**config.mk**
```make
export PLATFORM = sky130hd
export DESIGN_NAME = cordic_lut_loader
export DESIGN_NICKNAME = d
export VERILOG_FILES = /design/src/rtl/cordic_lut_loader.sv
export SDC_FILE = /design/constraint.sdc
export NUM_CORES = 1
export LEC_CHECK = 0
export ABC_AREA = 0
export BUFFER_PORTS_ARGS = -buffer_cell sky130_fd_sc_hd__buf_4
export CAP_MARGIN = 20
export CORE_MARGIN = 3
export CORE_UTILIZATION = 25
export DETAILED_ROUTE_END_ITERATION = 16
export PLACE_DENSITY = 0.53
export SYNTH_ARGS = -nofsm -noshare
export SYNTH_HDL_FRONTEND = slang
export SYNTH_SLANG_ARGS = --single-unit
```
**constraint.sdc**
```tcl
create_clock -name clk_i -period 4.2 [get_ports clk_i]
set_clock_uncertainty 0.15 [all_clocks]
set_input_delay 0.21 -clock clk_i [delete_from_list [all_inputs] [get_ports clk_i]]
set_output_delay 0.21 -clock clk_i [all_outputs]
set_load 0.02 [all_outputs]
```
**src/rtl/cordic_lut_loader.sv**
```systemverilog
// Copies the hyperbolic-CORDIC coefficient table from an external sync ROM into the
// core's LUT write port, then sequences the core reset and releases the core to run.
module cordic_lut_loader #(
  parameter int ADDR_W  = 6,
  parameter int DATA_W  = 48,
  parameter int RST_CYC = 2
) (
  input  logic              clk_i,
  input  logic              reset_i,
  input  logic              start_i,
  input  logic              stop_i,
  output logic              rom_en_o,
  output logic [ADDR_W-1:0] rom_addr_o,
  input  logic [DATA_W-1:0] rom_data_i,
  output logic              wen_o,
  output logic [ADDR_W-1:0] index_wri_o,
  output logic [DATA_W-1:0] d_o,
  output logic              core_reset_o,
  output logic              run_o,
  output logic              busy_o,
  output logic              done_o
);

  localparam int FL_W = (RST_CYC > 1) ? $clog2(RST_CYC) : 1;
  localparam logic [FL_W-1:0]   FL_LAST  = FL_W'(RST_CYC - 1);
  localparam logic [ADDR_W-1:0] IDX_LAST = '1;

  typedef enum logic [2:0] {
    S_IDLE  = 3'd0,
    S_PRIME = 3'd1,
    S_WRITE = 3'd2,
    S_FLUSH = 3'd3,
    S_RUN   = 3'd4
  } state_t;

  state_t            state_q, state_d;
  logic [ADDR_W-1:0] idx_q, idx_d;
  logic [FL_W-1:0]   fl_q, fl_d;
  logic              rom_en_q, rom_en_d;
  logic [ADDR_W-1:0] rom_addr_q, rom_addr_d;
  logic              wen_q, wen_d;
  logic              core_reset_q, core_reset_d;
  logic              run_q, run_d;
  logic              busy_q, busy_d;
  logic              done_q, done_d;

  always_ff @(posedge clk_i) begin
    if (reset_i) begin
      state_q      <= S_IDLE;
      idx_q        <= '0;
      fl_q         <= '0;
      rom_en_q     <= 1'b0;
      rom_addr_q   <= '0;
      wen_q        <= 1'b1;
      core_reset_q <= 1'b1;
      run_q        <= 1'b0;
      busy_q       <= 1'b0;
      done_q       <= 1'b0;
    end else begin
      state_q      <= state_d;
      idx_q        <= idx_d;
      fl_q         <= fl_d;
      rom_en_q     <= rom_en_d;
      rom_addr_q   <= rom_addr_d;
      wen_q        <= wen_d;
      core_reset_q <= core_reset_d;
      run_q        <= run_d;
      busy_q       <= busy_d;
      done_q       <= done_d;
    end
  end

  // start wins over stop in RUN; start while loading is dropped, not queued
  always_comb begin
    state_d = state_q;
    case (state_q)
      S_IDLE:  if (start_i) state_d = S_PRIME;
      S_PRIME: state_d = S_WRITE;
      S_WRITE: if (idx_q == IDX_LAST) state_d = S_FLUSH;
      S_FLUSH: if (fl_q == FL_LAST) state_d = S_RUN;
      S_RUN: begin
        if (start_i)     state_d = S_PRIME;
        else if (stop_i) state_d = S_IDLE;
      end
      default: state_d = S_IDLE;
    endcase
  end

  // Outputs are computed from the next state so they appear registered with it;
  // the ROM read address runs one entry ahead of the write index.
  always_comb begin
    idx_d = idx_q;
    if (state_d == S_PRIME)
      idx_d = '0;
    else if (state_q == S_WRITE && state_d == S_WRITE)
      idx_d = idx_q + ADDR_W'(1);

    fl_d         = (state_q == S_FLUSH) ? fl_q + FL_W'(1) : '0;
    wen_d        = (state_d != S_WRITE);
    core_reset_d = (state_d == S_IDLE) || (state_d == S_PRIME) || (state_d == S_FLUSH);
    busy_d       = (state_d == S_PRIME) || (state_d == S_WRITE) || (state_d == S_FLUSH);
    run_d        = (state_d == S_RUN);
    done_d       = (state_q == S_FLUSH) && (state_d == S_RUN);
    rom_en_d     = (state_d == S_PRIME) || (state_d == S_WRITE && idx_d != IDX_LAST);
    rom_addr_d   = (state_d == S_WRITE && idx_d != IDX_LAST) ? idx_d + ADDR_W'(1) : '0;
  end

  assign rom_en_o     = rom_en_q;
  assign rom_addr_o   = rom_addr_q;
  assign wen_o        = wen_q;
  assign index_wri_o  = idx_q;
  assign d_o          = rom_data_i;
  assign core_reset_o = core_reset_q;
  assign run_o        = run_q;
  assign busy_o       = busy_q;
  assign done_o       = done_q;

endmodule

```
== Word level (Yosys, flattened, before mapping) ==
Index checks and enable logic that the tools add are counted.

* Memories: 0
* Bits in latches: 0
* Output and inout port bits: 66
* Logic and storage cells: 46
* Flip-flop bits (word level): 22
* Bits of input ports: 52
* Memory bits (writable): 0
* ROM bits: 0

* Add/subtract/negate cells: 3
* Magnitude comparators: 0
* Reductions and logical operators: 12
* Bitwise operators: 2
* Div/mod/pow operators: 0
* Shift operators: 0
* Equality and inequality tests: 11
* Mux-type cells: 8
* Multiply operators: 0

{| class="wikitable"
|+ Operators with widths
! operator !! count
|-
| 3-bit two-way mux || 5
|-
| 3-bit case mux with 5 select lines || 1
|-
| 6-bit by 1-bit adder with 6-bit output, second input constant || 2
|-
| 3-bit by 2-bit == test with 1-bit output, second input constant || 4
|-
| 6-bit two-way mux || 2
|-
| 3-bit by 1-bit == test with 1-bit output, second input constant || 2
|-
| 3-bit == test, second input constant || 2
|-
| 6-bit == test, second input constant || 1
|-
| 3-bit logical NOT || 2
|-
| 6-bit inequality test, second input constant || 1
|-
| 1-bit logical OR || 5
|-
| 2-bit OR reduction || 2
|-
| 1-bit logical AND || 3
|-
| 3-bit by 2-bit inequality test with 1-bit output, second input constant || 1
|-
| 1-bit NOT || 2
|-
| 1-bit adder, second input constant || 1
|}

== Depth between registers and ports, before layout ==
Gate-level depths: netlist of the first run.

* Word-level depth: 11
* Depth in mapped cells: 11

== Least setup slack after synthesis of the first run ==
No wires, ideal clock.

* Path type: reg-to-reg
* Start point: reg idx_q[0] (netlist: index_wri_o[0])
* End point: reg rom_addr_q[5] (netlist: rom_addr_o[5])
* Path slack: 1731 ps
* Stages on the path, launching flop included: 12
* Setup time: 71 ps
* Clock period less this slack: 2469 ps
* Arrival time: 2248 ps
* Buffers on the path: 1
* Required time: 3979 ps
* Cell sequence: dfxtp_1 ha_1 buf_2 nand2_1 o21ai_1 mux2i_1 inv_1 ha_1 nand2_1 o22ai_1 a21o_1 a21oi_1

* Word-level cells in the longest chain between the ends: 11

{| class="wikitable"
|+ Ends and longest elaborated chain
! element !! line !! text
|-
| from (decl) || 37 || <nowiki>logic [ADDR_W-1:0] idx_q, idx_d;</nowiki>
|-
| from (signal assigned) || 61 || <nowiki>idx_q <= idx_d;</nowiki>
|-
| 6-bit == test || 79 || <nowiki>S_WRITE: if (idx_q == IDX_LAST) state_d = S_FLUSH;</nowiki>
|-
| 3-bit two-way mux || 79 ||
|-
| 3-bit case mux with 5 select lines || 76 || <nowiki>case (state_q)</nowiki>
|-
| 3-bit by 2-bit == test with 1-bit output || 95 || <nowiki>else if (state_q == S_WRITE && state_d == S_WRITE)</nowiki>
|-
| 1-bit logical AND || 95 ||
|-
| 6-bit two-way mux || 95 ||
|-
| 6-bit two-way mux (*) || 93 || <nowiki>if (state_d == S_PRIME)</nowiki>
|-
| net idx_d[1] || 37 ||
|-
| branches (longest 4 deep; another with 6-bit by 1-bit adder with 6-bit output) || n/a ||
|-
| to (signal assigned) || 64 || <nowiki>rom_addr_q <= rom_addr_d;</nowiki>
|-
| to (decl) || 40 || <nowiki>logic [ADDR_W-1:0] rom_addr_q, rom_addr_d;</nowiki>
|}

Mark *: on every way through the listed nets, which the timed path passes.
A chain may end at the register's enable or synchronous reset.

== Final worst setup path of the first run ==
Ends and elaborated chain as after synthesis.

==> results_tabular.tex, run 1 <==
\begin{tabular}{lr}
\hline
Metric & Value \\
\hline
\multicolumn{2}{l}{\textbf{Synthesis}} \\
Synth async-reset ratio & 0 \\
Net Count, Synth & 225 \\
Number of synthesized flops with an enable pin & 0 \\
Most frequently used flop master after synthesis & sky130\_fd\_sc\_hd\_\_dfxtp\_1 \\
Avg Inst Size Synth & 8.590 µm² \\
Number of register bits inferred by synthesis & 22 \\
Synthesis Warnings & 0 \\
Count of unique library cells instantiated by Yosys & 47 \\
Cell area after synthesis & 1469 µm² \\
Sequential area share after synthesis & 0.2998 \\
Number of instances in the synthesized netlist & 171 \\
\multicolumn{2}{l}{\textbf{Flow run}} \\
Maximum Capacitance Violations & 0 \\
\multicolumn{2}{l}{\textbf{STA}} \\
Part of the cycle the worst path needs & 0.6336 \\
Setup TNS & 0 ns \\
RSZ-0062 raised after global routing & false \\
Worst slew margin & 0.5172 \\
Final setup vio count & 0 \\
Transition time of the tightest slew-check pin & 0.7226 ns \\
Hold Fails Final Rpt & 0 \\
Min Tclk post-route & 2.661 ns \\
Achievable frequency & between 0.3 and 0.4 GHz \\
Number of pins exceeding their max-slew limit in the final report & 0 \\
\multicolumn{2}{l}{\textbf{Floorplan}} \\
Number of ports placed on the die boundary & 118 \\
Die height & around 83 µm \\
Floorplan core area & around 5600 µm² \\
Horizontal die dimension & 82.65 µm \\
Die area & between 6000 and 7000 µm² \\
Number of standard-cell rows in the floorplan & 27 \\
Effective utilization at floorplan & 0.2619 \\
\multicolumn{2}{l}{\textbf{CTS}} \\
Clock-pin slew on the worst setup and hold paths & 0.08 ns \\
Hold-fix buffer count after cts & 0 \\
Number of buffers inserted to repair setup after CTS & 0 \\
CTS resizes & 0 \\
Worst-skew pair later-pin latency & 0.26 ns \\
Root buffer cell & sky130\_fd\_sc\_hd\_\_clkbuf\_8 \\
Maximum level of the CTS H-tree & 1 \\
Total number of clock tree sinks & 22 \\
CTS tree & built \\
CTS Buf Count & 3 \\
CTS max path bufs & 2 \\
\multicolumn{2}{l}{\textbf{Critical path}} \\
Worst Path Class, Setup & flip-flop to flip-flop \\
Reg2reg start & index\_wri\_o[0] \\
Highest cell delay on the worst timing path & 0.47 ns \\
Number of gates on the worst path with buffers counted & 10 \\
Crit-path cells & ha\_1 > nand2\_1 > o21ai\_1 > mux2i\_1 > inv\_1 > ha\_1 > nand2\_1 > o22ai\_1 > a21o\_1 > a21oi\_1 \\
Type of origin of the critical path & flip-flop \\
Gate family responsible for the most delay along the worst path & compound AO/OA/AOI/OAI gates \\
Beginning of the critical path & index\_wri\_o[0] \\
Worst EP required & 4.25 ns \\
Highest-delay cell along the critical path & sky130\_fd\_sc\_hd\_\_dfxtp\_1 \\
Data arrival time at the worst-slack endpoint & approximately 2.7 ns \\
CP bufs+invs & 1 \\
Largest fanout on the critical path & 10 \\
Depth of the worst register-to-register path & 10 \\
Crit end category & flip-flop \\
\multicolumn{2}{l}{\textbf{Hold path}} \\
Worst min path class & input pin to flip-flop \\
Hold Path Depth & 4 \\
Worst min-delay path startpoint & stop\_i \\
\multicolumn{2}{l}{\textbf{Power and ir drop}} \\
Maximum vdd ir drop & 0.0001091 V \\
Combinational Power Share & 0.106 \\
Fraction of power spent switching nets & 0.2293 \\
Post-layout total power & 471.5 µW \\
Leakage dissipation & approximately 0.00051 µW \\
Portion of total power attributed to the clock network & 0.421 \\
Net Sw Power & 108.1 µW \\
Power per Cell Area & 338.3 nW/µm² \\
Part of the total power dissipated in sequential elements & 0.474 \\
Internal power & 363.4 µW \\
\multicolumn{2}{l}{\textbf{Route}} \\
Vias after detailed routing & 998 \\
Remaining design rule violation count & 0 \\
DRC marker count from the first detailed-route iteration & 67 \\
Number of search-and-repair iterations in the first detailed-routing pass & 4 \\
Aggregate routed wire length & between 2000 and 3000 µm \\
Via density per instance & about 4.7 \\
Routed wire per std cell & 12.65 µm \\
Post-route ant nets & 0 \\
\multicolumn{2}{l}{\textbf{Global route}} \\
Pin count of the biggest net entering global routing & 15 \\
Sum of overflow across all layers after global routing & 0 \\
Overall global routing resource usage & 0.08343 \\
Via count of the first global-routing pass & 945 \\
Antenna violations before repair & 0 \\
First-pass GRT wire length & 4429 µm \\
\multicolumn{2}{l}{\textbf{Finish}} \\
Fraction of final layout cells sized beyond drive strength 1 & 0.2394 \\
Number of antenna diodes & 0 \\
Final Core Density & 0.2486 \\
Combined area of the multi-input logic cells & 619.3 µm² \\
Total area of sequential cells & 440.4 µm² \\
Count of nets after finishing & 197 \\
Filler Cell Count & 622 \\
Area added between synthesis and finish & -5.111\% \\
\multicolumn{2}{l}{\textbf{Placement}} \\
Global placement routability congestion & 0.9220 \\
Buffers on Ports & 21 \\
Half-perimeter wire length after placement & about 2000 µm \\
\multicolumn{2}{l}{\textbf{Outcome}} \\
Status & finished, final reports clean \\
\hline
\end{tabular}
==> tightest hold or removal path: stages <==
cell,delay (ns)
sky130_fd_sc_hd__buf_4,0.08
sky130_fd_sc_hd__nor2b_1,0.04
sky130_fd_sc_hd__nand2_1,0.07
sky130_fd_sc_hd__a21oi_1,0.06
==> path summary, 6_finish.rpt <==
check	endpoint	slack (ns)
worst max register to register	rom_addr_o[5]	1.54
worst min-delay path	state_q[2]	0.09
worst min register to register	fl_q	0.39
worst max-delay path	rom_addr_o[5]	1.54
==> through the flow <==
step | worst slack (ns) | instance area [µm²] | hold WS (ns) | cells
floorplan | 1.731 | 1469 | 0.1480 | 171
global placement | 1.659 | 1323 | 0.2701 | 210
detailed placement | 1.575 | 1323 | 0.2701 | 210
CTS | 1.545 | 1394 | 0.07708 | 214
global route | 1.236 | 1394 | 0.09521 | 214
finish | 1.539 | 1394 | 0.08596 | 214
==> power groups by stage <==
stage / clock [µW] / combinational, µW / sequential [µW]
floorplan: 0 / 95.0 / 231
global placement: 0 / 50.2 / 228
detailed placement: 0 / 49.9 / 228
CTS: 202 / 50.2 / 223
global route: 204 / 55.0 / 225
finish: 198 / 49.8 / 223
==> area by class of cell <==
type | count | area share
repair buffers | 21 | 0.1131
well taps | 72 | 0.06463
flip-flops and latches | 22 | 0.3160
clock inverters | 1 | 0.02154
inverters | 4 | 0.01077
clock buffers | 3 | 0.02962
multi-input cells | 91 | 0.4443
==> flip-flops by register name, summed over array words and instances, names as in the netlist <==
register and cells:
run_o 1, wen_o 1, busy_o 1, rom_en_o 1, index_wri_o 6, fl_q 1
done_o 1, core_reset_o 1, rom_addr_o 6, state_q 3
==> cell usage in the layout, fill, tap and decap left out, drive strengths merged, types with 2 or more instances in the layout <==
cell,instances
dfxtp,22
buf,21
nor2,12
nor2b,8
a21oi,8
nand2,6
nor3,6
nand3,5
o21ai,5
inv,4
o211ai,3
a21o,3
clkbuf,3
nor3b,3
o22ai,3
mux2i,2
a31oi,2
nand2b,2
xor2,2
ha,2
or3b,2
a211oi,2
==> synth_stat cells (2+ instances only) <==
| master | instances | area share |
|---|---|---|
| sky130_fd_sc_hd__buf_4 | 48 | 0.25 |
| sky130_fd_sc_hd__dfxtp_1 | 22 | 0.30 |
| sky130_fd_sc_hd__nor2_1 | 12 | 0.031 |
| sky130_fd_sc_hd__a21oi_1 | 8 | 0.027 |
| sky130_fd_sc_hd__nor2b_1 | 8 | 0.034 |
| sky130_fd_sc_hd__nand2_1 | 6 | 0.015 |
| sky130_fd_sc_hd__nor3_1 | 5 | 0.017 |
| sky130_fd_sc_hd__inv_1 | 4 | 0.010 |
| sky130_fd_sc_hd__nand3_1 | 4 | 0.014 |
| sky130_fd_sc_hd__a21o_1 | 3 | 0.015 |
| sky130_fd_sc_hd__buf_2 | 3 | 0.010 |
| sky130_fd_sc_hd__o211ai_1 | 3 | 0.015 |
| sky130_fd_sc_hd__o21ai_0 | 3 | 0.010 |
| sky130_fd_sc_hd__a31oi_1 | 2 | 0.0085 |
| sky130_fd_sc_hd__clkbuf_1 | 2 | 0.0051 |
| sky130_fd_sc_hd__ha_1 | 2 | 0.017 |
| sky130_fd_sc_hd__mux2i_1 | 2 | 0.014 |
| sky130_fd_sc_hd__nand2b_1 | 2 | 0.0085 |
| sky130_fd_sc_hd__nor3b_1 | 2 | 0.010 |
| sky130_fd_sc_hd__o22ai_1 | 2 | 0.0085 |
| sky130_fd_sc_hd__xor2_1 | 2 | 0.012 |
==> per-layer routing <==
metal | track usage | vias to the layer above | wire length [µm]
met5 | 0 | - | 0
met4 | 0.06209 | 0 | 106
met3 | 0.01627 | 18 | 149
met2 | 0.1370 | 19 | 1271
met1 | 0.09524 | 474 | 1180
li1 | - | 487 | -
==> logic make-up after synthesis <==
family	share of synthesized area
compound gates	0.1695
fa+ha+maj	0.01703
buf+inv	0.2785
xor+xnor	0.01789
simple gates	0.2036
mux	0.01363
flops	0.2998
Power figures use the tool's default switching activity.
==> run 2, diff against run 1 <==
--- a/config.mk
+++ b/config.mk
@@ -5,13 +5,13 @@
 export SDC_FILE = /design/constraint.sdc
 export NUM_CORES = 1
 export LEC_CHECK = 0
-export ABC_AREA = 0
+export ABC_AREA = 1
 export BUFFER_PORTS_ARGS = -buffer_cell sky130_fd_sc_hd__buf_4
 export CAP_MARGIN = 20
 export CORE_MARGIN = 3
 export CORE_UTILIZATION = 25
 export DETAILED_ROUTE_END_ITERATION = 16
-export PLACE_DENSITY = 0.53
+export PLACE_DENSITY = 0.55
 export SYNTH_ARGS = -nofsm -noshare
 export SYNTH_HDL_FRONTEND = slang
 export SYNTH_SLANG_ARGS = --single-unit
==> constraint.sdc (replaced) <==
create_clock -name clk_i -period 2.5 [get_ports clk_i]
set_clock_uncertainty 0.15 [all_clocks]
set_input_delay 0.125 -clock clk_i [delete_from_list [all_inputs] [get_ports clk_i]]
set_output_delay 0.125 -clock clk_i [all_outputs]
set_load 0.02 [all_outputs]
==> run 2 against run 1 <==
Compared with the run above:
- wire length shrank 4.0%
- final cell count is 9.8% higher
- area after synthesis down 5.9%
- setup slack worse by 1.3 ns
- largest power group unchanged
==> results_tabular.tex, run 2 <==
\begin{tabular}{lr}
\hline
Metric & Value \\
\hline
\multicolumn{2}{l}{\textbf{Outcome}} \\
Status & finished, final reports clean \\
\multicolumn{2}{l}{\textbf{Route}} \\
Routed wire per std cell & 11.07 µm \\
Remaining design rule violation count & 0 \\
Aggregate routed wire length & 2601 µm \\
Vias after detailed routing & 956 \\
DRC marker count from the first detailed-route iteration & 26 \\
Number of search-and-repair iterations in the first detailed-routing pass & 4 \\
Post-route ant nets & 0 \\
Via density per instance & 4.068 \\
\multicolumn{2}{l}{\textbf{Global route}} \\
Antenna violations before repair & 0 \\
Via count of the first global-routing pass & 922 \\
Pin count of the biggest net entering global routing & 15 \\
Sum of overflow across all layers after global routing & 0 \\
First-pass GRT wire length & 4243 µm \\
Overall global routing resource usage & 0.08551 \\
\multicolumn{2}{l}{\textbf{Critical path}} \\
Worst Path Class, Setup & flip-flop to flip-flop \\
Largest fanout on the critical path & 8 \\
Crit-path cells & ha\_1 > nand4\_1 > nor2\_1 > nor2\_4 > nand2\_2 > nand2\_4 > nand3\_1 > inv\_1 > ha\_1 > inv\_1 > nor2\_4 > nand3\_2 > nand2\_4 > nor3\_2 \\
Gate family responsible for the most delay along the worst path & simple AND/OR/NAND/NOR gates \\
Crit end category & flip-flop \\
Highest cell delay on the worst timing path & 0.37 ns \\
Reg2reg start & index\_wri\_o[0] \\
CP bufs+invs & 2 \\
Worst EP required & 2.53 ns \\
Type of origin of the critical path & flip-flop \\
Data arrival time at the worst-slack endpoint & 2.31 ns \\
Highest-delay cell along the critical path & sky130\_fd\_sc\_hd\_\_dfxtp\_1 \\
Beginning of the critical path & index\_wri\_o[0] \\
\multicolumn{2}{l}{\textbf{Power and ir drop}} \\
Part of the total power dissipated in sequential elements & 0.503 \\
Combinational Power Share & 0.160 \\
Net Sw Power & slightly below 200 µW \\
Maximum vdd ir drop & between 0.0002 and 0.00025 V \\
Portion of total power attributed to the clock network & 0.337 \\
Internal power & about 550 µW \\
Leakage dissipation & 0.0006381 µW \\
Power per Cell Area & $\sim$530 nW/µm² \\
Fraction of power spent switching nets & 0.2601 \\
\multicolumn{2}{l}{\textbf{Hold path}} \\
Worst min-delay path startpoint & stop\_i \\
Worst min path class & input pin to flip-flop \\
\multicolumn{2}{l}{\textbf{Synthesis}} \\
Cell taking the most area after synthesis & sky130\_fd\_sc\_hd\_\_dfxtp\_1 \\
Most repeated cell in the gate-level netlist after synthesis & sky130\_fd\_sc\_hd\_\_buf\_4 \\
Number of register bits inferred by synthesis & 22 \\
Sequential area share after synthesis & 0.3186 \\
Net Count, Synth & 236 \\
Most frequently used flop master after synthesis & sky130\_fd\_sc\_hd\_\_dfxtp\_1 \\
Number of synthesized flops with an enable pin & 0 \\
Count of unique library cells instantiated by Yosys & 22 \\
Synth async-reset ratio & 0 \\
Cell types with the highest counts after synthesis & 48 x sky130\_fd\_sc\_hd\_\_buf\_4, 27 x sky130\_fd\_sc\_hd\_\_nand2\_1, 22 x sky130\_fd\_sc\_hd\_\_dfxtp\_1, 17 x sky130\_fd\_sc\_hd\_\_nor2\_1, 16 x sky130\_fd\_sc\_hd\_\_inv\_1 \\
Avg Inst Size Synth & 7.597 µm² \\
Number of instances in the synthesized netlist & 182 \\
Biggest area contributors in the synthesized netlist & sky130\_fd\_sc\_hd\_\_dfxtp\_1 32\%, sky130\_fd\_sc\_hd\_\_buf\_4 26\%, sky130\_fd\_sc\_hd\_\_nand2\_1 7.3\% \\
Synthesis Warnings & 0 \\
Cell area after synthesis & 1383 µm² \\
Yosys top cell area share & 0.3186 \\
\multicolumn{2}{l}{\textbf{Finish}} \\
Total area of sequential cells & approximately 440 µm² \\
Combined area of the multi-input logic cells & 519.2 µm² \\
Area added between synthesis and finish & 0.4523\% \\
Filler Cell Count & 581 \\
Count of nets after finishing & 220 \\
Fraction of final layout cells sized beyond drive strength 1 & 0.3212 \\
Leading cell types in the layout, fill and taps excluded & 27 x sky130\_fd\_sc\_hd\_\_nand2\_1, 27 x sky130\_fd\_sc\_hd\_\_buf\_4, 20 x sky130\_fd\_sc\_hd\_\_dfxtp\_1 \\
Number of antenna diodes & 0 \\
\multicolumn{2}{l}{\textbf{STA}} \\
Hold Fails Final Rpt & 0 \\
Number of pins exceeding their max-slew limit in the final report & 0 \\
Final setup vio count & 0 \\
Worst slew margin & 0.7104 \\
Setup TNS & 0 ns \\
Min Tclk post-route & 2.283 ns \\
Transition time of the tightest slew-check pin & 0.4325 ns \\
Achievable frequency & between 0.4 and 0.5 GHz \\
RSZ-0062 raised after global routing & false \\
Part of the cycle the worst path needs & 0.9131 \\
Hold slack & 0.04527 ns \\
\multicolumn{2}{l}{\textbf{CTS}} \\
Root buffer cell & sky130\_fd\_sc\_hd\_\_clkbuf\_8 \\
Worst-skew pair later-pin latency & 0.26 ns \\
CTS Buf Count & 3 \\
Clock-pin slew on the worst setup and hold paths & 0.08 ns \\
Total number of clock tree sinks & 22 \\
CTS max path bufs & 2 \\
CTS tree & built \\
Maximum level of the CTS H-tree & 1 \\
\multicolumn{2}{l}{\textbf{Floorplan}} \\
Effective utilization at floorplan & 0.2640 \\
Floorplan core area & roughly 5200 µm² \\
Die height & 80.37 µm \\
Die area & 6459 µm² \\
Horizontal die dimension & 80.37 µm \\
Number of standard-cell rows in the floorplan & 26 \\
Number of ports placed on the die boundary & about 120 \\
\multicolumn{2}{l}{\textbf{Placement}} \\
Buffers on Ports & 21 \\
Half-perimeter wire length after placement & 2106 µm \\
Global placement routability congestion & 0.7913 \\
\multicolumn{2}{l}{\textbf{Flow run}} \\
Maximum Capacitance Violations & 0 \\
\hline
\end{tabular}
[run 2: cell count changes after synthesis, sizes merged, moves of 4 or more]
cell,previous run,this run
inv,4,19
buf,52,48
o21ai,5,1
nand4,0,9
nand3,5,11
nand2,6,33
nor2b,8,0
nor2,12,22
[run 2: through the flow]
| stage | setup slack [ns] | utilization | cells | power, µW | instance area, µm² |
|---|---|---|---|---|---|
| 6_report | 0.2171 | 0.2652 | 235 | 739.0 | 1389 |
| 5_1_grt | 0.007640 | 0.2652 | 235 | 783.2 | 1389 |
| 4_1_cts | 0.1389 | 0.2609 | 234 | 750.4 | 1366 |
| 3_5_place_dp | 0.1741 | 0.2484 | 229 | 493.2 | 1301 |
| 3_3_place_gp | 0.2074 | 0.2484 | 229 | 493.8 | 1301 |
| 2_1_floorplan | 0.1640 | - | 182 | 563.7 | 1383 |
[run 2: worst reg2reg max path, stage by stage, from the launching register on]
cell and delay [ns]:
sky130_fd_sc_hd__dfxtp_1 0.37, sky130_fd_sc_hd__ha_1 0.22, sky130_fd_sc_hd__nand4_1 0.10, sky130_fd_sc_hd__nor2_1 0.20, sky130_fd_sc_hd__nor2_4 0.07, sky130_fd_sc_hd__nand2_2 0.10
sky130_fd_sc_hd__nand2_4 0.11, sky130_fd_sc_hd__nand3_1 0.18, sky130_fd_sc_hd__inv_1 0.06, sky130_fd_sc_hd__ha_1 0.17, sky130_fd_sc_hd__inv_1 0.10, sky130_fd_sc_hd__nor2_4 0.06
sky130_fd_sc_hd__nand3_2 0.10, sky130_fd_sc_hd__nand2_4 0.08, sky130_fd_sc_hd__nor3_2 0.13
[run 2: area by class of cell]
cell class / count / area share
Clock buffer: 4 / 0.03964
Tap cell: 70 / 0.06306
Multi-Input combinational cell: 92 / 0.3739
Inverter: 19 / 0.05135
Sequential cell: 22 / 0.3189
Timing Repair Buffer: 28 / 0.1532
[run 2: path summary, 6_finish.rpt]
kind	to	slack [ns]	cells after the start
setup / recovery	rom_addr_o[2]	0.22	14
hold / removal	state_q[2]	0.05	4
setup reg to reg	rom_addr_o[2]	0.22	14
hold reg to reg	done_o	0.34	2
[run 2: power by group through the flow]
stage | Sequential [µW] | Combinational (µW) | Clock, µW
2_1_floorplan | 393 | 171 | 0
3_3_place_gp | 380 | 114 | 0
3_5_place_dp | 379 | 114 | 0
4_1_cts | 371 | 116 | 264
5_1_grt | 373 | 134 | 276
6_report | 372 | 118 | 249
[run 2: routing by layer]
layer	track usage	routed length, µm	share of wire
met1	0.1055	1171	0.45
met2	0.1233	1046	0.40
met3	0.03475	251	0.097
met4	0.05068	132	0.051
met5	0	0	0
[run 2: cells by family (layout without fill, tap and decap cells)]
logic type	after synthesis	count (layout)	share of synthesized area
AO/OA/AOI/OAI	7	7	0.02986
XOR/XNOR	4	4	0.02534
adder cells (fa/ha/maj)	2	2	0.01810
buffers and inverters	68	51	0.3149
flip-flops	22	22	0.3186
AND/OR/NAND/NOR	79	79	0.2932
[run 2: repair_timing]
item                                    4_1_cts  5_1_grt
hold buffers                                  1        0
gates resized for setup                       0        4
endpoints found under the setup margin        0        6
buffers inserted                              0        1
hold endpoints to repair                      8        0
